--- src/rtl/div_sequencer_pkg.sv ---
// Shared definitions for the DIV/DIVU sequencer: FSM state encodings and
// default sizes.
package div_sequencer_pkg;

  localparam int DIV_WIDTH = 32;
  localparam int DIV_ITERS = DIV_WIDTH;

  typedef enum logic [1:0] {
    DIV_IDLE = 2'd0,
    DIV_BUSY = 2'd1,
    DIV_DONE = 2'd2
  } div_state_e;

endpackage

--- src/rtl/div_sequencer_if.sv ---
// EX-side handshake between the pipeline (master) and the divide
// sequencer (slave).
interface div_sequencer_if #(
  parameter int WIDTH = div_sequencer_pkg::DIV_WIDTH
);
  logic             start;
  logic             signed_op;
  logic [WIDTH-1:0] dividend;
  logic [WIDTH-1:0] divisor;
  logic             cancel;
  logic             stall;
  logic             busy;
  logic             result_valid;
  logic [WIDTH-1:0] hi;
  logic [WIDTH-1:0] lo;

  modport master (
    output start, signed_op, dividend, divisor, cancel,
    input  stall, busy, result_valid, hi, lo
  );

  modport slave (
    input  start, signed_op, dividend, divisor, cancel,
    output stall, busy, result_valid, hi, lo
  );
endinterface

--- src/rtl/div_sequencer_radix2_step.sv ---
// One restoring-division step: shift {rem, quo} left and trial-subtract the
// divisor magnitude, producing one quotient bit.
module div_radix2_step #(
  parameter int WIDTH = 32
) (
  input  logic [WIDTH-1:0] rem_in,
  input  logic [WIDTH-1:0] quo_in,
  input  logic [WIDTH-1:0] dvs,
  output logic [WIDTH-1:0] rem_out,
  output logic [WIDTH-1:0] quo_out
);
  logic [WIDTH:0] shifted;
  logic           fits;

  // The shifted remainder needs WIDTH+1 bits; the difference always fits
  // back into WIDTH bits because it is smaller than the divisor.
  always_comb begin
    shifted = {rem_in, quo_in[WIDTH-1]};
    fits    = shifted >= {1'b0, dvs};
    rem_out = fits ? (shifted[WIDTH-1:0] - dvs) : shifted[WIDTH-1:0];
    quo_out = {quo_in[WIDTH-2:0], fits};
  end
endmodule

--- src/rtl/div_sequencer.sv ---
// Multi-cycle DIV/DIVU sequencer: stalls EX while iterating, returns the
// quotient on lo and the remainder on hi with a one-cycle valid pulse.
module div_sequencer
  import div_sequencer_pkg::*;
#(
  parameter int WIDTH = DIV_WIDTH,
  parameter int ITERS = WIDTH
) (
  input  logic           clk,
  input  logic           resetn,
  div_sequencer_if.slave bus
);
  localparam int CNT_W = $clog2(ITERS + 1);

  div_state_e       state, state_nxt;
  logic [CNT_W-1:0] cnt;
  logic [WIDTH-1:0] rem, quo, dvs;
  logic [WIDTH-1:0] rem_nxt, quo_nxt;
  logic [WIDTH-1:0] hi, lo, hi_prev, lo_prev;
  logic             sign_q, sign_r;
  logic             accept, div_zero, last_step, load_res;

  function automatic logic [WIDTH-1:0] magnitude(input logic [WIDTH-1:0] x,
                                                 input logic is_signed);
    logic signed [WIDTH-1:0] sx;
    sx = x;
    return (is_signed && (sx < 0)) ? -x : x;
  endfunction

  function automatic logic [WIDTH-1:0] apply_sign(input logic [WIDTH-1:0] x,
                                                  input logic neg);
    return neg ? -x : x;
  endfunction

  div_radix2_step #(.WIDTH(WIDTH)) u_step (
    .rem_in  (rem),
    .quo_in  (quo),
    .dvs     (dvs),
    .rem_out (rem_nxt),
    .quo_out (quo_nxt)
  );

  assign accept    = (state == DIV_IDLE) && bus.start && !bus.cancel;
  assign div_zero  = (bus.divisor == '0);
  assign last_step = (cnt == CNT_W'(ITERS - 1));
  assign load_res  = (accept && div_zero) ||
                     ((state == DIV_BUSY) && !bus.cancel && last_step);

  always_ff @(posedge clk) begin
    if (!resetn) state <= DIV_IDLE;
    else         state <= state_nxt;
  end

  // start is deliberately ignored in DONE: it still belongs to the
  // instruction that is completing.
  always_comb begin
    state_nxt = state;
    if (bus.cancel) begin
      state_nxt = DIV_IDLE;
    end else begin
      case (state)
        DIV_IDLE: if (bus.start) state_nxt = div_zero ? DIV_DONE : DIV_BUSY;
        DIV_BUSY: if (last_step) state_nxt = DIV_DONE;
        DIV_DONE: state_nxt = DIV_IDLE;
        default:  state_nxt = DIV_IDLE;
      endcase
    end
  end

  always_comb begin
    bus.busy         = (state != DIV_IDLE);
    bus.result_valid = (state == DIV_DONE) && !bus.cancel;
    bus.stall        = !bus.cancel &&
                       (((state == DIV_IDLE) && bus.start) || (state == DIV_BUSY));
    bus.hi           = hi;
    bus.lo           = lo;
  end

  // Results are published on entry to DONE; a flush landing on DONE rolls
  // hi/lo back to the values held before this operation.
  always_ff @(posedge clk) begin
    if (!resetn) begin
      cnt <= '0;
      hi  <= '0;
      lo  <= '0;
    end else begin
      if (accept)
        cnt <= '0;
      else if ((state == DIV_BUSY) && !bus.cancel)
        cnt <= cnt + CNT_W'(1);

      if (accept && div_zero) begin
        hi <= bus.dividend;
        lo <= '1;
      end else if (load_res) begin
        hi <= apply_sign(rem_nxt, sign_r);
        lo <= apply_sign(quo_nxt, sign_q);
      end else if ((state == DIV_DONE) && bus.cancel) begin
        hi <= hi_prev;
        lo <= lo_prev;
      end
    end
  end

  always_ff @(posedge clk) begin
    if (load_res) begin
      hi_prev <= hi;
      lo_prev <= lo;
    end
    if (accept) begin
      rem    <= '0;
      quo    <= magnitude(bus.dividend, bus.signed_op);
      dvs    <= magnitude(bus.divisor, bus.signed_op);
      sign_q <= bus.signed_op & (bus.dividend[WIDTH-1] ^ bus.divisor[WIDTH-1]);
      sign_r <= bus.signed_op & bus.dividend[WIDTH-1];
    end else if (state == DIV_BUSY) begin
      rem <= rem_nxt;
      quo <= quo_nxt;
    end
  end
endmodule

--- src/flat_wrapper.sv ---
// flat-port wrapper written by rule: the top's interface ports become plain ports
module div_sequencer_flat import div_sequencer_pkg::*;
#(
  parameter int WIDTH = DIV_WIDTH,
  parameter int ITERS = WIDTH
)
  (clk, resetn, bus_start, bus_signed_op, bus_dividend, bus_divisor, bus_cancel, bus_stall, bus_busy, bus_result_valid, bus_hi, bus_lo);
  div_sequencer_if #(.WIDTH(WIDTH)) bus_i ();
  input  logic clk;
  input  logic resetn;
  input wire logic [$bits(bus_i.start)-1:0] bus_start;
  input wire logic [$bits(bus_i.signed_op)-1:0] bus_signed_op;
  input wire logic [$bits(bus_i.dividend)-1:0] bus_dividend;
  input wire logic [$bits(bus_i.divisor)-1:0] bus_divisor;
  input wire logic [$bits(bus_i.cancel)-1:0] bus_cancel;
  output wire logic [$bits(bus_i.stall)-1:0] bus_stall;
  output wire logic [$bits(bus_i.busy)-1:0] bus_busy;
  output wire logic [$bits(bus_i.result_valid)-1:0] bus_result_valid;
  output wire logic [$bits(bus_i.hi)-1:0] bus_hi;
  output wire logic [$bits(bus_i.lo)-1:0] bus_lo;
  assign bus_i.start = bus_start;
  assign bus_i.signed_op = bus_signed_op;
  assign bus_i.dividend = bus_dividend;
  assign bus_i.divisor = bus_divisor;
  assign bus_i.cancel = bus_cancel;
  assign bus_stall = bus_i.stall;
  assign bus_busy = bus_i.busy;
  assign bus_result_valid = bus_i.result_valid;
  assign bus_hi = bus_i.hi;
  assign bus_lo = bus_i.lo;
  div_sequencer #(.WIDTH(WIDTH), .ITERS(ITERS)) u_core (.clk(clk), .resetn(resetn), .bus(bus_i));
endmodule
--- config.mk ---
export PLATFORM = sky130hd
export DESIGN_NAME = div_sequencer_flat
export DESIGN_NICKNAME = d
export VERILOG_FILES = /design/src/rtl/div_sequencer_pkg.sv /design/src/rtl/div_sequencer_if.sv /design/src/rtl/div_sequencer_radix2_step.sv /design/src/rtl/div_sequencer.sv /design/src/flat_wrapper.sv
export SDC_FILE = /design/constraint.sdc
export NUM_CORES = 1
export LEC_CHECK = 0
export ABC_AREA = 1
export CAP_MARGIN = 10
export CORE_ASPECT_RATIO = 0.8
export CORE_MARGIN = 1
export CORE_UTILIZATION = 35
export DETAILED_ROUTE_END_ITERATION = 8
export GPL_ROUTABILITY_DRIVEN = 1
export GPL_TIMING_DRIVEN = 0
export PLACE_DENSITY = 0.66
export SLEW_MARGIN = 25
export SYNTH_ARGS = -nofsm -noshare
export SYNTH_HDL_FRONTEND = slang
export SYNTH_SLANG_ARGS = --single-unit
--- constraint.sdc ---
create_clock -name clk -period 4.4 [get_ports clk]
set_clock_uncertainty 0.05 [all_clocks]
set_input_delay 0.88 -clock clk [delete_from_list [all_inputs] [get_ports clk]]
set_output_delay 0.88 -clock clk [all_outputs]
set_load 0.005 [all_outputs]
==> impl_metrics.env, run 1 <==
export IMPL_synth_most_common_cell="nand2_1"
export IMPL_end_kind="flip-flop"
export IMPL_min_period_over_period=0.9530
export IMPL_p_per_area_nw_per_um2=458.7
export IMPL_grt_antenna_before_repair=1
export IMPL_row_count=66
export IMPL_fp_coreArea_um2=41120
export IMPL_start_util=0.3599
export IMPL_p_leak_nw=7.706
export IMPL_crit_path_max_fanout=19
export IMPL_ant_nets=0
export IMPL_syn_nets=2111
export IMPL_whs_path_depth=0
export IMPL_multi_input_area_um2=7684
export IMPL_required_ps=4810
export IMPL_final_min_clock_period_ps=4193
export IMPL_synthTopCellsByArea="edfxtp_1 26%, dfxtp_1 14%, nand2_1 12%"
export IMPL_synthesis_instances=2004
export IMPL_routabilityCongestion=0.9663
export IMPL_cts_root_buf="clkbuf_16"
export IMPL_fill_cells=4173
export IMPL_die_height_um=185.9
export IMPL_port_buffer_count=135
export IMPL_slew_viol_final=0
export IMPL_min_to="u_core.lo_prev[27]"
export IMPL_cts_tree="done"
export IMPL_crit_arrival_ps=4610
export IMPL_synth_ff_type="edfxtp_1"
export IMPL_synth_area_um2=14800
export IMPL_wl_um=51580
export IMPL_io_pins=136
export IMPL_place_area_um2=16910
export IMPL_finalWorstSetupSlack_ps=207.0
export IMPL_crit_top_cell="nand2_1"
export IMPL_setup_viol=0
export IMPL_critPathKind="flip-flop to flip-flop"
export IMPL_post_route_util=0.4396
export IMPL_drt_initial_drc_count=1808
export IMPL_path_clk_slew_ps=60
export IMPL_fin_setup_tns_ps=0
export IMPL_synth_enable_flop_cells=130
export IMPL_grt_pass1_vias=13384
export IMPL_grt_remaining_overflow=0
export IMPL_dpl_cell_count=2686
export IMPL_cts_buffer_depth=3
export IMPL_regArea_um2=5986
export IMPL_seq_area_frac_synth=0.4044
export IMPL_layout_nets=2295
export IMPL_synth_top_area_frac=0.2638
export IMPL_drv_cap=0
export IMPL_fmax_mhz=238.5
export IMPL_grt_pass1_wl_um=76880
export IMPL_slew_headroom=0.4528
export IMPL_post_route_drc_count=0
export IMPL_final_cell_count_no_fill=2752
export IMPL_hold_viol_final=0
export IMPL_timing_rr_end="u_core.bus.lo[28]"
export IMPL_crit_buf_inv=3
export IMPL_synth_avg_cell_area_um2=7.385
export IMPL_r2r_cells=27
export IMPL_diodes=0
export IMPL_die_area_um2=43120
export IMPL_grt_usage=0.2318
export IMPL_vias=14732
export IMPL_holdCritStartpoint="u_core.bus.lo[27]"
export IMPL_ys_warn_count=0
export IMPL_synth_seq_cells=234
export IMPL_firstDrtPassIters=5
export IMPL_drive_above_1_share=0.08016
export IMPL_viasPerCell=5.353
export IMPL_crit_family="simple AND/OR/NAND/NOR gates"
export IMPL_hpwlAfterDp_um=40560
export IMPL_ys_top_cells_by_count="471 x nand2_1, 242 x inv_1, 183 x o21ai_0"
export IMPL_async_flop_share=0
export IMPL_status="completed"
export IMPL_slowest_stage="dfxtp_1"
export IMPL_r2r_start="u_core.rem[19]"
export IMPL_peakVddDrop_mv=0.3494
export IMPL_cts_htree_levels=1
export IMPL_design_area_um2=18080
export IMPL_die_x_um=231.9
export IMPL_worstMarginPinSlew_ps=820.8
export IMPL_hold_path_class="flip-flop to flip-flop"
export IMPL_reg2reg_slack_ps=210
export IMPL_wl_per_cell_um=18.74
export IMPL_crit_path_max_incr_delay_ps=400
export IMPL_ys_types=56
export IMPL_area_delta_synth_final_pct=22.15
export IMPL_clock_latency_ps=550
export IMPL_yosysTopAreaCell="edfxtp_1"
export IMPL_cts_buffers_inserted=27
export IMPL_grt_max_degree=44
export IMPL_fin_hold_ws_ps=411.6
export IMPL_cts_sinks=234
export IMPL_place_ws_ps=-868.3
export IMPL_finalPower_mw=8.293
export IMPL_startpoint_type="flip-flop"
worst max path at each step:
stage / from / end / depth (start not counted) / slack (ps)
2_1_floorplan: bus_start / u_core.hi_prev[0] / 8 / 390
3_3_place_gp: bus_start / u_core.bus.lo[19] / 11 / -1660
3_5_place_dp: bus_divisor[0] / u_core.bus.lo[14] / 18 / -870
4_1_cts: u_core.rem[19] / u_core.bus.lo[26] / 28 / 0.5
5_1_grt: u_core.dvs[4] / u_core.bus.lo[28] / 28 / -70
6_report: u_core.rem[19] / u_core.bus.lo[28] / 27 / 210
power breakdown:
part	switching, mW	total [mW]	internal, mW
Sequential	0.154	2.62	2.46
Clock	0.940	2.18	1.24
Combinational	2.35	3.50	1.15
Total	3.44	8.29	4.85
worst register-to-register path: stages (launching register included):
cell	delay (ps)
dfxtp_1	400
ha_2	350
nand2_1	140
inv_1	50
nand2_1	60
nand2_1	70
nand2_1	80
nand2_1	70
nand2_1	110
nand2_4	100
nor2_8	130
nand2_8	90
inv_8	160
ha_1	170
inv_1	70
nor3_4	170
nand3_2	140
nor3_4	170
nand3_2	130
nor2_4	140
nand4_1	210
nor3_2	300
nand3_1	150
nand2_2	110
o21ai_0	120
xor2_1	150
nand2_1	70
a31oi_1	170
sequential cells by signal, indices dropped and copies added (netlist names):
signal / flops
u_core.bus.hi: 32
u_core.bus.lo: 32
u_core.dvs: 32
u_core.hi_prev: 32
u_core.lo_prev: 32
u_core.quo: 32
u_core.rem: 32
u_core.cnt: 6
u_core.state: 2
u_core.sign_q: 1
u_core.sign_r: 1
what timing repair did:
item | CTS | global route
hold buffers | 0 | 0
gates resized for setup | 27 | 30
pin swaps | 10 | 13
gates cloned | 0 | 1
buffers inserted | 8 | 9
endpoints found under the hold margin | 0 | 0
endpoints found under the setup margin | 44 | 122
area by class of cell:
class,count,area share
plain buffers,70,0.01931
clock buffers,34,0.04049
clock inverters,15,0.006298
inverters,254,0.05322
multi-input cells,1445,0.4250
flip-flops and latches,234,0.3311
well taps,544,0.03765
repair buffers,156,0.08693
cell families (layout without fill, tap and decap cells):
family	count (synthesis)	count (layout)	synth area share
compound gates	395	395	0.1488
xor+xnor	90	90	0.05326
fa+ha+maj	38	38	0.03263
buf+inv	325	529	0.08724
flops	234	234	0.4044
simple gates	922	922	0.2737
layer usage:
| layer | up-vias | routed length, µm | global-route usage | share of wire |
|---|---|---|---|---|
| met5 | - | 0 | 0 | 0 |
| met1 | 6914 | 24090 | 0.3498 | 0.47 |
| met4 | 0 | 1169 | 0.05921 | 0.023 |
| met2 | 686 | 21040 | 0.3327 | 0.41 |
| li1 | 7064 | - | - | - |
| met3 | 68 | 5287 | 0.04412 | 0.10 |
cell usage in the layout (no fill, tap or decap), types with 18 or more instances in the layout:
cell / Yosys / routed
nand2_1: 471 / 462
inv_1: 242 / 242
o21ai_0: 183 / 180
nor2_1: 164 / 161
nand3_1: 162 / 159
clkdlybuf4s50_1: 0 / 135
edfxtp_1: 130 / 130
dfxtp_1: 104 / 104
a21oi_1: 100 / 94
xor2_1: 75 / 75
clkbuf_1: 52 / 52
a31oi_1: 45 / 45
ha_1: 37 / 31
nor3_1: 31 / 28
clkbuf_16: 0 / 28
nand4_1: 22 / 22
o21bai_1: 20 / 20
nand2_2: 11 / 19
buf_4: 1 / 18
(Power assumes the default switching activity.)
==> run 2: changes to the inputs <==
- CORE_UTILIZATION: 35 -> 43
- CTS_CLUSTER_DIAMETER: unset -> 80
- PLACE_DENSITY: 0.66 -> 0.75
- SYNTH_HIERARCHICAL: unset -> 1
==> impl_metrics.env, run 2 <==
export IMPL_wl_um=58800
export IMPL_seq_area_frac_synth=0.3667
export IMPL_cts_buffer_depth=3
export IMPL_cts_htree_levels=1
export IMPL_grt_pass1_wl_um=88000
export IMPL_grt_max_degree=74
export IMPL_hold_viol_final=0
export IMPL_final_common_cell="nand2_1"
export IMPL_diodes=0
export IMPL_grt_pass1_vias=15430
export IMPL_drive_above_1_share=0.07094
export IMPL_ant_nets=0
export IMPL_firstDrtPassIters=7
export IMPL_synth_area_um2=16320
export IMPL_timing_rr_end="u_core/bus.lo[23]"
export IMPL_crit_arrival_ps=3300
export IMPL_routabilityCongestion=1.006
export IMPL_drt_initial_drc_count=2303
export IMPL_startpoint_type="input port"
export IMPL_port_buffer_count=134
export IMPL_multi_input_area_um2=8325
export IMPL_design_area_um2=19230
export IMPL_syn_nets=2528
export IMPL_fill_cells=3671
export IMPL_setup_viol=0
export IMPL_min_period_over_period=0.9625
export IMPL_synth_enable_flop_cells=130
export IMPL_r2r_cells=21
export IMPL_row_count=63
export IMPL_dpl_cell_count=3043
export IMPL_clock_latency_ps=570
export IMPL_die_x_um=219.8
export IMPL_required_ps=3470
export IMPL_synthTopCellsByArea="edfxtp_1 24%, nand2_1 16%, dfxtp_1 13%"
export IMPL_layout_nets=2694
export IMPL_worstMarginPinSlew_ps=939.3
export IMPL_p_per_area_nw_per_um2=281.3
export IMPL_post_route_util=0.5169
export IMPL_path_clk_slew_ps=60
export IMPL_holdBufCountCts=0
export IMPL_slew_headroom=0.3724
export IMPL_rsz0062_at_grt="no"
export IMPL_wl_per_cell_um=19.00
export IMPL_synth_seq_cells=234
export IMPL_viasPerCell=5.455
export IMPL_grt_antenna_before_repair=1
export IMPL_drv_cap=0
export IMPL_synth_avg_cell_area_um2=6.742
export IMPL_final_cell_count_no_fill=3095
export IMPL_final_min_clock_period_ps=4235
export IMPL_yosysTopAreaCell="edfxtp_1"
export IMPL_reg2reg_slack_ps=280
export IMPL_cts_root_buf="clkbuf_16"
export IMPL_whs_path_depth=0
export IMPL_io_pins=136
export IMPL_die_area_um2=38750
export IMPL_hpwlAfterDp_um=46350
export IMPL_cts_buffers_inserted=27
export IMPL_ys_types=52
export IMPL_fmax_mhz=236.1
export IMPL_area_delta_synth_final_pct=17.84
export IMPL_ys_top_cells_by_count="687 x nand2_1, 349 x inv_1, 268 x nor2_1"
export IMPL_synth_most_common_cell="nand2_1"
export IMPL_r2r_start="u_core/dvs[28]"
export IMPL_synth_top_area_frac=0.2392
export IMPL_hold_path_class="flip-flop to flip-flop"
export IMPL_holdCritStartpoint="u_core/bus.lo[10]"
export IMPL_peakVddDrop_mv=0.2818
export IMPL_min_to="u_core/lo_prev[10]"
export IMPL_fin_hold_ws_ps=408.9
export IMPL_regArea_um2=5986
export IMPL_async_flop_share=0
export IMPL_cts_tree="done"
export IMPL_vias=16882
export IMPL_synthesis_instances=2421
export IMPL_post_route_drc_count=10
export IMPL_grt_usage=0.2991
export IMPL_violations="design-rule violations"
export IMPL_place_area_um2=18310
export IMPL_finalPower_mw=5.411
export IMPL_fp_coreArea_um2=37210
export IMPL_slew_viol_final=0
export IMPL_start_util=0.4387
export IMPL_cts_sinks=234
export IMPL_end_kind="output pin"
export IMPL_p_leak_nw=9.120
export IMPL_status="finished, violations left"
export IMPL_crit_path_max_fanout=10
export IMPL_die_height_um=176.3
export IMPL_synth_ff_type="edfxtp_1"
export IMPL_ys_warn_count=6
export IMPL_grt_remaining_overflow=0
export IMPL_layout_common_cells="686 x nand2_1, 348 x inv_1, 267 x nor2_1"
export IMPL_critPathKind="input port to output pin"
[run 2: what timing repair did]
action / CTS / global route
gates resized for setup: 0 / 3
buffers inserted: 0 / 3
pin swaps: 0 / 0
cloned: 0 / 0
setup endpoints to repair: 1 / 2
endpoints found under the hold margin: 0 / 0
[run 2: cells by family after synthesis]
group,Yosys count,share of synthesized area
compound gates,336,0.1076
xor+xnor,68,0.03649
fa+ha+maj,38,0.02959
buf+inv,471,0.1240
flops,234,0.3667
mux,3,0.002070
simple gates,1271,0.3336
[run 2: how the worst max path moves through the flow]
| stage | endpoint | from | depth (start not counted) |
|---|---|---|---|
| after floorplan | u_core/bus.lo[26] | u_core/dvs[3] | 25 |
| after global placement | u_core/quo[0] | bus_cancel | 6 |
| after detailed placement | bus_stall | bus_cancel | 7 |
| after CTS | bus_stall | bus_cancel | 6 |
| after global routing | u_core/bus.hi[30] | u_core/dvs[23] | 22 |
| final | bus_stall | bus_cancel | 7 |
[run 2: layer usage]
layer	routed length, µm	share of wire	global-route usage	up-vias
li1	-	-	-	8041
met1	26760	0.46	0.4578	7759
met2	22270	0.38	0.4032	994
met3	8287	0.14	0.08579	88
met4	1488	0.025	0.07529	0
met5	0	0	0	-
[run 2: power breakdown]
| part | leakage, nW | switching [mW] | internal, mW | total (mW) |
|---|---|---|---|---|
| clock | 0.440 | 0.958 | 1.33 | 2.29 |
| sequential | 2.12 | 0.0212 | 2.37 | 2.39 |
| combinational | 6.56 | 0.484 | 0.252 | 0.736 |
| total | 9.12 | 1.46 | 3.95 | 5.41 |
[run 2: critical path, cell delays in order]
cell and delay [ps]:
clkdlybuf4s50_1 550, nor2_4 500, clkinvlp_4 190, buf_4 210, clkbuf_1 290, nand2_1 150
clkdlybuf4s50_1 510
[run 2: final cells by class]
type / count / area share
clock inverters: 9 / 0.004424
plain buffers: 111 / 0.03513
inverters: 359 / 0.07026
multi-input cells: 1716 / 0.4329
well taps: 487 / 0.03168
repair buffers: 138 / 0.07234
flip-flops and latches: 234 / 0.3112
clock buffers: 41 / 0.04209
[run 2: metrics by stage]
stage,setup slack (ps),setup TNS [ps]
floorplan,1393,0
global placement,-283.7,-9232
detailed placement,-59.74,-59.74
CTS,120.0,0
global route,22.90,0
finish,165.2,0
==> run 3: changes to the inputs <==
- CORE_UTILIZATION: 43 -> 30
- PLACE_DENSITY: 0.75 -> 0.59
==> impl_metrics.env, run 3 (synthesized netlist as in run 2, its figures left out) <==
export IMPL_status="finished, violations left"
export IMPL_violations="design-rule violations"
export IMPL_place_ws_ps=-127.5
export IMPL_cp_depth=7
export IMPL_reg2reg_slack_ps=350
export IMPL_crit_path_max_fanout=10
export IMPL_drive_above_1_share=0.07492
export IMPL_met3_usage=0.04616
export IMPL_final_common_cell="nand2_1"
export IMPL_slew_viol_final=0
export IMPL_cp_cell_sequence="clkdlybuf4s50_1, nor2_4, clkinvlp_4, buf_4, clkbuf_1, nand2_1, clkdlybuf4s50_1"
export IMPL_cts_root_buf="clkbuf_16"
export IMPL_r2r_start="u_core/dvs[23]"
export IMPL_io_pins=136
export IMPL_grt_remaining_overflow=0
export IMPL_p_leak_nw=9.200
export IMPL_start_util=0.3033
export IMPL_grt_usage=0.2265
export IMPL_min_period_over_period=0.9786
export IMPL_drv_cap=0
export IMPL_port_buffer_count=134
export IMPL_required_ps=3470
export IMPL_layout_common_cells="686 x nand2_1, 348 x inv_1, 265 x nor2_1"
export IMPL_hold_path_class="flip-flop to flip-flop"
export IMPL_slowest_stage="clkdlybuf4s50_1"
export IMPL_crit_buf_inv=5
export IMPL_fp_coreArea_um2=53820
export IMPL_drt_initial_drc_count=1880
export IMPL_ant_nets=0
export IMPL_post_route_util=0.3658
export IMPL_met1_usage=0.3597
export IMPL_startpoint_type="input port"
export IMPL_grt_pass1_wl_um=94780
export IMPL_hpwlAfterDp_um=51190
export IMPL_slew_headroom=0.4161
export IMPL_grt_pass1_vias=15014
export IMPL_finalPower_mw=5.796
export IMPL_timing_rr_end="u_core/bus.lo[23]"
export IMPL_clock_latency_ps=600
export IMPL_viasPerCell=4.998
export IMPL_layout_nets=2698
export IMPL_hold_viol_final=0
export IMPL_end_kind="output pin"
export IMPL_setup_viol=0
export IMPL_row_count=76
export IMPL_cts_tree="done"
export IMPL_cts_buffers_inserted=31
export IMPL_worstMarginPinSlew_ps=875.8
export IMPL_area_delta_synth_final_pct=20.63
export IMPL_vias=16593
export IMPL_r2r_cells=21
export IMPL_routabilityCongestion=0.9516
export IMPL_fin_hold_ws_ps=403.9
export IMPL_finalWorstSetupSlack_ps=94.33
export IMPL_firstDrtPassIters=7
export IMPL_die_area_um2=55350
export IMPL_wl_per_cell_um=19.22
export IMPL_peakVddDrop_mv=0.2408
export IMPL_timing_critical_path_from="bus_cancel"
export IMPL_final_min_clock_period_ps=4306
export IMPL_crit_arrival_ps=3380
export IMPL_grt_max_degree=74
export IMPL_crit_path_max_incr_delay_ps=550
export IMPL_critPathKind="input port to output pin"
export IMPL_post_route_drc_count=2
export IMPL_rsz0062_at_grt="no"
export IMPL_cts_htree_levels=1
export IMPL_die_x_um=262.8
export IMPL_crit_end="bus_stall"
export IMPL_grt_antenna_before_repair=1
export IMPL_path_clk_slew_ps=60
export IMPL_die_height_um=210.6
export IMPL_wl_um=63800
export IMPL_use_met2=0.3070
export IMPL_crit_family="buffers and inverters"
export IMPL_p_per_area_nw_per_um2=294.4
export IMPL_crit_top_cell="clkdlybuf4s50_1"
export IMPL_holdBufCountCts=0
export IMPL_gr_max_usage_layer="met1"
export IMPL_fmax_mhz=232.3
export IMPL_cts_buffer_depth=3
export IMPL_cts_sinks=234
-- run 3: cell count changes in the layout (fill, tap and decap cells not counted), sizes merged --
cell / change
bufinv: +3
clkinv: +3
diode: +2
inv: +2
-- run 3: per-layer routing --
| metal | routed length (µm) | vias up |
|---|---|---|
| met5 | 0 | - |
| met2 | 24020 | 763 |
| met3 | 6666 | 71 |
| met4 | 1126 | 0 |
| met1 | 31990 | 7693 |
| li1 | - | 8066 |
-- run 3: worst reg2reg max path, stage by stage, from the launching register on --
cell and delay (ps):
edfxtp_1 320, inv_1 60, ha_1 420, nand2_1 180
nor2_1 100, nand2_1 100, nor2_2 60, nand2_1 90
nand2_1 90, nor2_4 200, nand2_8 100, buf_6 150
buf_4 150, inv_1 120, nand3_1 130, nor2_2 350
nand3_1 210, nand2_1 310, nand2_1 110, xor2_1 450
a21oi_1 140, nor2_1 110
-- run 3: per-stage QoR --
stage               cells  cell area [µm²]  setup TNS, ps
floorplan            2421            16320              0
global placement     3257            18540          -9767
detailed placement   3258            18570         -239.2
CTS                  3315            19640              0
global route         3318            19680              0
finish               3320            19690              0
-- run 3: report_power, final --
part / internal, mW / switching [mW] / leakage, nW
Sequential: 2.37 / 0.0211 / 2.12
Combinational: 0.250 / 0.489 / 6.55
Clock: 1.60 / 1.07 / 0.523
-- run 3: repair_timing --
item                                    in CTS  in global routing
gates cloned                                 0                  0
resized for setup                            0                  6
buffers inserted                             0                  3
hold endpoints to repair                     0                  0
pin swaps                                    0                  0
endpoints found under the setup margin       1                 12
-- run 3: layout make-up --
type | instances | area [µm²]
clock buffers | 41 | 843.3
clock inverters | 17 | 231.5
diodes | 2 | 5.005
inverters | 359 | 1351
fillers | 5736 | 34130
plain buffers | 111 | 675.6
repair buffers | 138 | 1384
flip-flops and latches | 234 | 5986
multi-input cells | 1716 | 8334
well taps | 702 | 878.3
-- run 3: worst min path at each step --
stage | slack [ps] | to | start | depth (start not counted)
detailed placement | 390 | u_core/lo_prev[11] | u_core/bus.lo[11] | 0
finish | 400 | u_core/lo_prev[31] | u_core/bus.lo[31] | 0
floorplan | 400 | u_core/cnt[5] | u_core/cnt[5] | 2
global placement | 380 | u_core/lo_prev[31] | u_core/bus.lo[31] | 0
global route | 410 | u_core/lo_prev[11] | u_core/bus.lo[11] | 0
CTS | 400 | u_core/lo_prev[11] | u_core/bus.lo[11] | 0
